===== src/rtl/nonce_arb_pkg.sv =====
// Shared types and constants for the golden-nonce report arbiter.
// The default nonce width is defined here; the arbiter derives its own byte count from its parameter.
package nonce_arb_pkg;

  localparam int NONCE_W_DEFAULT = 32;
  localparam int NONCE_BYTES     = NONCE_W_DEFAULT / 8;

  typedef enum logic {
    IDLE = 1'b0,
    SEND = 1'b1
  } arb_state_t;

  function automatic int clog2(input int value);
    int r;
    r = 0;
    for (int v = value - 1; v > 0; v = v >> 1) begin
      r = r + 1;
    end
    return r;
  endfunction

endpackage


===== src/rtl/nonce_rr_pick.sv =====
// Combinational round-robin picker.
// Returns the first set request at or after ptr, wrapping modulo NUM_CORES.
module nonce_rr_pick
  import nonce_arb_pkg::*;
#(
  parameter int NUM_CORES = 4,
  parameter int PTR_W     = 2
) (
  input  logic [NUM_CORES-1:0] req,
  input  logic [PTR_W-1:0]     ptr,
  output logic                 gnt_valid,
  output logic [PTR_W-1:0]     gnt_idx
);

  logic [PTR_W:0]   sum;
  logic [PTR_W-1:0] idx;

  // Scan from the farthest offset down, so the nearest request is the last one written.
  always_comb begin
    gnt_valid = 1'b0;
    gnt_idx   = '0;
    sum       = '0;
    idx       = '0;
    for (int k = NUM_CORES - 1; k >= 0; k--) begin
      sum = {1'b0, ptr} + (PTR_W + 1)'(k);
      if (sum >= (PTR_W + 1)'(NUM_CORES)) begin
        sum = sum - (PTR_W + 1)'(NUM_CORES);
      end
      idx = sum[PTR_W-1:0];
      if (req[idx]) begin
        gnt_valid = 1'b1;
        gnt_idx   = idx;
      end
    end
  end

endmodule


===== src/rtl/nonce_report_arbiter.sv =====
// Holds one golden nonce per core and serializes them, LSB first, onto the byte-wide
// FIFO write port. Slots are granted round-robin. A new strobe on a slot that is still occupied is dropped and flagged.
module nonce_report_arbiter
  import nonce_arb_pkg::*;
#(
  parameter int NUM_CORES = 4,
  parameter int NONCE_W   = NONCE_W_DEFAULT
) (
  input  logic                          hash_clk,
  input  logic                          reset,
  input  logic [NUM_CORES-1:0]          core_new_nonce,
  input  logic [NUM_CORES*NONCE_W-1:0]  core_golden_nonce,
  input  logic                          fifo_full,
  output logic [7:0]                    fifo_data,
  output logic                          fifo_wr_en,
  output logic [NUM_CORES-1:0]          pending,
  output logic [NUM_CORES-1:0]          overflow,
  output logic                          busy
);

  localparam int BYTES = NONCE_W / 8;
  localparam int CNT_W = clog2(BYTES) + 1;
  localparam int PTR_W = clog2(NUM_CORES);
  localparam logic [CNT_W-1:0] LAST_BYTE = CNT_W'(BYTES - 1);
  localparam logic [PTR_W-1:0] LAST_CORE = PTR_W'(NUM_CORES - 1);

  arb_state_t           state_reg, state_next;
  logic [NONCE_W-1:0]   shift_reg;
  logic [CNT_W-1:0]     byte_cnt_reg;
  logic [PTR_W-1:0]     rr_ptr_reg;
  logic [NUM_CORES-1:0] pending_reg;
  logic [NUM_CORES-1:0] overflow_reg;
  logic [NONCE_W-1:0]   hold_reg [NUM_CORES];

  logic                 gnt_valid;
  logic [PTR_W-1:0]     gnt_idx;
  logic                 grant;
  logic [NUM_CORES-1:0] slot_granted;
  logic [NUM_CORES-1:0] slot_load;
  logic [NUM_CORES-1:0] slot_drop;

  nonce_rr_pick #(
    .NUM_CORES (NUM_CORES),
    .PTR_W     (PTR_W)
  ) u_pick (
    .req       (pending_reg),
    .ptr       (rr_ptr_reg),
    .gnt_valid (gnt_valid),
    .gnt_idx   (gnt_idx)
  );

  // A slot being granted frees up in the same cycle, so a strobe arriving then reloads it.
  for (genvar gi = 0; gi < NUM_CORES; gi++) begin : g_slot
    assign slot_granted[gi] = grant && (gnt_idx == PTR_W'(gi));
    assign slot_load[gi]    = core_new_nonce[gi] && (!pending_reg[gi] || slot_granted[gi]);
    assign slot_drop[gi]    = core_new_nonce[gi] && pending_reg[gi] && !slot_granted[gi];
  end

  always_ff @(posedge hash_clk or posedge reset) begin
    if (reset) begin
      pending_reg  <= '0;
      overflow_reg <= '0;
      for (int i = 0; i < NUM_CORES; i++) begin
        hold_reg[i] <= '0;
      end
    end else begin
      for (int i = 0; i < NUM_CORES; i++) begin
        if (slot_load[i]) begin
          hold_reg[i] <= core_golden_nonce[i*NONCE_W +: NONCE_W];
        end
      end
      pending_reg  <= (pending_reg & ~slot_granted) | slot_load;
      overflow_reg <= overflow_reg | slot_drop;
    end
  end

  always_comb begin
    state_next = state_reg;
    grant      = 1'b0;
    fifo_wr_en = 1'b0;
    fifo_data  = '0;
    busy       = 1'b0;
    case (state_reg)
      IDLE: begin
        if (gnt_valid) begin
          grant      = 1'b1;
          state_next = SEND;
        end
      end
      SEND: begin
        busy       = 1'b1;
        fifo_data  = shift_reg[7:0];
        fifo_wr_en = !fifo_full;
        if (!fifo_full && (byte_cnt_reg == LAST_BYTE)) begin
          state_next = IDLE;
        end
      end
      default: state_next = IDLE;
    endcase
  end

  always_ff @(posedge hash_clk or posedge reset) begin
    if (reset) begin
      state_reg    <= IDLE;
      shift_reg    <= '0;
      byte_cnt_reg <= '0;
      rr_ptr_reg   <= '0;
    end else begin
      state_reg <= state_next;
      if (grant) begin
        shift_reg    <= hold_reg[gnt_idx];
        byte_cnt_reg <= '0;
        rr_ptr_reg   <= (gnt_idx == LAST_CORE) ? '0 : gnt_idx + PTR_W'(1);
      end else if (fifo_wr_en) begin
        shift_reg    <= shift_reg >> 8;
        byte_cnt_reg <= byte_cnt_reg + CNT_W'(1);
      end
    end
  end

  assign pending  = pending_reg;
  assign overflow = overflow_reg;

endmodule


===== config.mk =====
export PLATFORM = sky130hd
export DESIGN_NAME = nonce_report_arbiter
export DESIGN_NICKNAME = d
export VERILOG_FILES = /design/src/rtl/nonce_arb_pkg.sv /design/src/rtl/nonce_rr_pick.sv /design/src/rtl/nonce_report_arbiter.sv
export SDC_FILE = /design/constraint.sdc
export NUM_CORES = 1
export LEC_CHECK = 0
export BUFFER_PORTS_ARGS = -buffer_cell sky130_fd_sc_hd__buf_4
export CORE_MARGIN = 2
export CORE_UTILIZATION = 60
export DETAILED_ROUTE_END_ITERATION = 8
export GPL_ROUTABILITY_DRIVEN = 0
export GPL_TIMING_DRIVEN = 0
export PLACE_DENSITY = 0.91
export SYNTH_ARGS = -nofsm -noshare
export SYNTH_HDL_FRONTEND = slang
export SYNTH_SLANG_ARGS = --single-unit

===== constraint.sdc =====
create_clock -name hash_clk -period 14.2 [get_ports hash_clk]
set_input_delay 2.13 -clock hash_clk [delete_from_list [all_inputs] [get_ports hash_clk]]
set_output_delay 2.13 -clock hash_clk [all_outputs]
set_load 0.02 [all_outputs]

==> flow_summary.toml, run 1 <==
[cts]
cts_tree = "built"
cts_sinks = 174
clk_pin_slew_ps = 60
holdBufCountCts = 0
post-cts-setup-buffers = 0
cts_buffers = 17
ctsResizeCount = 0
cts-root-buf = "clkbuf_16"
clockBufferDepth = 2
h-tree-depth = 4
clkLatencyLatePin_ps = 430

[layout]
layout.nets = 1121
finalInstanceArea_um2 = 10200
diodes = 0
drive_above_1_share = 0.256
largest_reg_flops = 128
area_delta_synth_final_pct = 24.5

[setup_path]
critPathLaunchType = "primary input"
arrival_ps = 3940
slowest_stage = "clkbuf_1"
worstRegToRegCells = 12
crit_top_cell = "clkbuf_1"
worstPathRequired_ps = 12070
cp_num_cells = 7
crit_family = "buffers and inverters"
criticalPathCategory = "in -> out"
timing.critical_path.cells = "buf_4, nand2b_1, clkbuf_1, clkinv_1, clkbuf_1, clkbuf_1, buf_4"
path_max_fanout = 10
slowest_delay_ps = 450
crit_buf_inv = 6
end_kind = "output port"

[timing]
rsz0062_at_grt = "no"
tns_ps = 0
maxSlewHeadroom = 0.594
setup_viol = 0
fin_skew_ps = 7.21
min_period_over_period = 0.427
maxSlewViolCount = 0
hold_viol = 0
whs_ps = 462
period_needed_ps = 6070
max_slew.worst_pin.slew_ps = 609
clock.fmax_ghz = 0.165

[drt]
via_per_inst = 6.17
vias = 7237
drt_iter0_drc = 967
routed_wl_mm = 23.5
dr.pass1.iters = 5
wire_per_inst_um = 20.0
drc_errors = 0
ant_nets = 0

[yosys]
synth_area_leaders = "dfrtp_1 53%, nand2_1 9.9%, o22ai_1 7.3%, mux2i_1 6.0%, mux2_2 4.4%"
yosys.area.top_type = "dfrtp_1"
async_reset_ff_frac = 1.00
synth_edf_count = 0
synth_flop_cell = "dfrtp_1"
synth_most_common_cell = "nand2_1"
synth.yosys.seq_area_share = 0.531
synth_seq_cells = 174
synth_area_um2 = 8200
synth.avg_cell_area_um2 = 10.1
synth_fp_nets = 952
synth_common_cells = "217 x nand2_1, 174 x dfrtp_1, 96 x o22ai_1"
yosysTopAreaCellShare = 0.531
yosysWarnings = 0
synth_cell_type_count = 42
netlist_instances = 814

[floorplan]
die-width_um = 121
io_pins = 153
row_count = 42
die-area_um2 = 14600
core_area_um2 = 13300
start_util = 0.617
die-height_um = 121

[grt]
grt_antenna_before_repair = 0
track_usage = 0.329
grt_remaining_overflow = 0
grt_first_pass_wirelength_mm = 36.8
grt_max_degree = 96
grt_pass1_vias = 7144

[pwr]
power.density_nw_per_um2 = 201
leakagePower_uw = 0.00490
finalPower_uw = 2050
ir_worst_vdd_mv = 0.127

[place]
post_dp_cell_area_um2 = 9580
hpwl_mm = 16.2
port-buffer-count = 149

[hold_path]
hold_class = "reg -> reg"
holdPathStages = 1

[flow_run]
drv_cap = 0

[status]
status = "finished clean"
-- per-layer routing --
| layer | track usage | wire length (µm) |
|---|---|---|
| met5 | 0 | 0 |
| met4 | 0.111 | 639 |
| met2 | 0.522 | 11200 |
| met1 | 0.444 | 9300 |
| met3 | 0.0832 | 2360 |
-- logic make-up (layout without fill, tap and decap cells) --
group / count (synthesis) / after routing / share of synthesized area
muxes: 81 / 81 / 0.104
and+or+nand+nor: 288 / 288 / 0.158
AOI/OAI and AO/OA: 186 / 186 / 0.151
buffers and inverters: 82 / 264 / 0.0522
adders and majority gates: 3 / 3 / 0.00458
DFF: 174 / 174 / 0.531
-- power breakdown --
part | total [µW] | switching, µW | internal [µW]
clock network | 502 | 194 | 309
logic | 705 | 386 | 319
registers | 846 | 134 | 712
total | 2050 | 714 | 1340
-- through the flow --
stage | setup slack (ps) | std cells | util
final | 8130 | 1172 | 0.768
after global routing | 8000 | 1172 | 0.768
after CTS | 8180 | 1172 | 0.768
after detailed placement | 8180 | 1140 | 0.720
after global placement | 5620 | 1139 | 0.718
after floorplan | 7350 | 814 | -
-- cells in the final DEF, fill, tap and decap left out, types with 2 or more instances in the layout --
cell,Yosys,routed
ha_1,3,3
a21oi_1,26,26
buf_8,2,2
mux2_2,32,32
buf_2,15,15
o21ai_0,3,3
inv_1,7,6
a21o_1,3,3
clkbuf_1,41,43
clkbuf_16,0,17
bufinv_16,0,4
and2_1,9,9
nor2_1,3,3
clkinv_2,0,4
dfrtp_1,174,174
buf_6,9,9
o221ai_1,16,16
buf_1,3,3
inv_8,0,2
buf_4,3,152
and3_1,25,25
nand3_1,3,3
or2_2,4,4
a211oi_1,32,32
clkbuf_8,0,3
nand2_1,217,217
o21a_1,2,2
nor3b_1,16,16
nand2b_1,4,4
o22ai_1,96,96
nor3b_2,2,2
mux2i_1,49,49
-- worst reg2reg max path, stage by stage, from the launching register on --
cell and delay (ps):
dfrtp_1 500, mux2i_1 250, o22ai_2 180, or2_1 240, buf_4 170, inv_2 90, ha_1 160, inv_1 40
o21ai_0 380, and2_1 280, clkbuf_1 270, buf_1 520, mux2_2 410
-- layout make-up --
class / instances / area, µm²
inverters: 9 / 41.3
plain buffers: 73 / 394
well taps: 176 / 220
repair buffers: 150 / 1150
fillers: 879 / 3090
flip-flops and latches: 174 / 4350
clock inverters: 10 / 159
clock buffers: 22 / 474
multi-input cells: 558 / 3420
-- path summary, 6_finish.rpt --
| check | from | to | slack, ps |
|---|---|---|---|
| min in group asynchronous | reset | hold_reg[90] | 1760 |
| max reg2reg | pending[2] | hold_reg[1] | 10590 |
| max in group asynchronous | reset | hold_reg[42] | 11590 |
| min reg2reg | overflow[0] | overflow[0] | 460 |
| max | fifo_full | fifo_wr_en | 8130 |
| min | overflow[0] | overflow[0] | 460 |
Note: power is estimated with default switching activity, not from simulation.
==> inputs of run 2 (changes only) <==
--- a/config.mk
+++ b/config.mk
@@ -7,11 +7,11 @@
 export LEC_CHECK = 0
 export BUFFER_PORTS_ARGS = -buffer_cell sky130_fd_sc_hd__buf_4
 export CORE_MARGIN = 2
-export CORE_UTILIZATION = 60
+export CORE_UTILIZATION = 56
 export DETAILED_ROUTE_END_ITERATION = 8
 export GPL_ROUTABILITY_DRIVEN = 0
 export GPL_TIMING_DRIVEN = 0
-export PLACE_DENSITY = 0.91
+export PLACE_DENSITY = 0.86
 export SYNTH_ARGS = -nofsm -noshare
 export SYNTH_HDL_FRONTEND = slang
 export SYNTH_SLANG_ARGS = --single-unit
==> constraint.sdc (replaced) <==
create_clock -name hash_clk -period 6 [get_ports hash_clk]
set_input_delay 0.9 -clock hash_clk [delete_from_list [all_inputs] [get_ports hash_clk]]
set_output_delay 0.9 -clock hash_clk [all_outputs]
set_load 0.02 [all_outputs]
==> run 2 against run 1 <==
Worst hold slack got worse by 6.2 ps. Combinational power grew 130%. Cell count grew 0.68%.
==> flow_summary.toml, run 2 (same netlist as run 1, synthesis figures left out) <==
[status]
status = "finished clean"

[pwr]
power_frac_seq = 0.417
ir_worst_vdd_mv = 0.296
clkPwrFrac = 0.245
leakagePower_uw = 0.00490
power.density_nw_per_um2 = 471
power_switching_uw = 1660
combPwrFrac = 0.338
p_sw_frac = 0.344
p_int_uw = 3160

[place]
port-buffer-count = 149
dpl_worst_slack_ps = 2400
hpwl_mm = 16.2
post_dp_cell_area_um2 = 9590

[floorplan]
row_count = 44
core_area_um2 = 14400
start_util = 0.569
die-height_um = 125
io_pins = 153
die-width_um = 125
die-area_um2 = 15600

[cts]
clkLatencyLatePin_ps = 440
cts_buffers = 17
h-tree-depth = 4
cts-root-buf = "clkbuf_16"
clk_pin_slew_ps = 60
clockBufferDepth = 2
ctsResizeCount = 0
cts_tree = "built"
post-cts-setup-buffers = 0
holdBufCountCts = 0
cts_sinks = 174

[layout]
area_delta_synth_final_pct = 24.6
drive_above_1_share = 0.257
finalInstanceArea_um2 = 10200
final_cell_mix = "217 x nand2_1, 174 x dfrtp_1, 152 x buf_4, 96 x o22ai_1, 49 x mux2i_1"
diodes = 0
layout.nets = 1121
largest_reg_flops = 128
final_common_cell = "nand2_1"
n_fill_cell = 1061

[setup_path]
critPathLaunchType = "primary input"
r2r_setup_slack_ps = 2630
worstRegToRegCells = 12
end_kind = "output port"
worstPathRequired_ps = 5100
reg2reg_from = "pending[2]"
arrival_ps = 2740
critPathLaunch = "fifo_full"
criticalPathCategory = "in -> out"
path_max_fanout = 10
worstReg2RegEnd = "hold_reg[4]"

[grt]
grt_first_pass_wirelength_mm = 35.8
grt_antenna_before_repair = 0
grt_remaining_overflow = 0
grt_max_degree = 125
track_usage = 0.289
grt_pass1_vias = 7088

[drt]
routed_wl_mm = 22.5
drt_iter0_drc = 751
drc_errors = 0
via_per_inst = 6.03
vias = 7112
ant_nets = 0
wire_per_inst_um = 19.1
dr.pass1.iters = 5

[hold_path]
hold_class = "in -> async"

[timing]
setup_viol = 0
fin_skew_ps = 9.58
min_period_over_period = 0.607
period_needed_ps = 3640
whs_ps = 456
rsz0062_at_grt = "no"
maxSlewViolCount = 0
clock.fmax_ghz = 0.274
max_slew.worst_pin.slew_ps = 616
maxSlewHeadroom = 0.590
hold_viol = 0
layout_setup_ws_ps = 2360

[flow_run]
drv_cap = 0
run 2: worst max path at each step:
stage	end	slack, ps	cells after the start
floorplan	byte_cnt_reg[0]	380	1
detailed placement	fifo_wr_en	2400	7
CTS	fifo_wr_en	2390	7
global placement	hold_reg[9]	-1440	2
finish	fifo_wr_en	2360	7
global route	fifo_wr_en	2200	7
run 2: power groups by stage:
stage | clock network (µW) | registers [µW] | logic (µW)
final | 1180 | 2010 | 1630
after global routing | 1230 | 2050 | 1770
after CTS | 1180 | 1990 | 1610
after detailed placement | 0 | 2000 | 1600
after global placement | 0 | 1980 | 1550
after floorplan | 0 | 1890 | 1180
run 2: layout make-up:
type / count / area (µm²) / share of cell area
Timing Repair Buffer: 150 / 1150 / 0.112
Sequential cell: 174 / 4350 / 0.426
Buffer: 73 / 394 / 0.0385
Inverter: 9 / 41.3 / 0.00404
Clock buffer: 24 / 512 / 0.0500
Multi-Input combinational cell: 558 / 3420 / 0.335
Tap cell: 184 / 230 / 0.0225
Clock inverter: 8 / 126 / 0.0124
run 2: worst max-delay path: stages:
cell,delay [ps]
buf_4,120
nand2b_1,140
clkbuf_1,220
clkinv_1,210
clkbuf_1,360
clkbuf_1,530
buf_4,250
run 2: through the flow:
stage	power (µW)	util	cells	TNS [ps]
after detailed placement	3600	0.665	1148	0
final	4820	0.709	1180	0
after global routing	5050	0.709	1180	0
after floorplan	3070	-	814	0
after CTS	4790	0.709	1180	0
after global placement	3520	0.662	1147	-249110
run 2: routing by layer:
metal	track usage	share of wire	vias up
met5	0	0	-
met4	0.102	0.027	0
met3	0.0736	0.088	58
met2	0.455	0.47	375
met1	0.393	0.41	3456
li1	-	-	3223
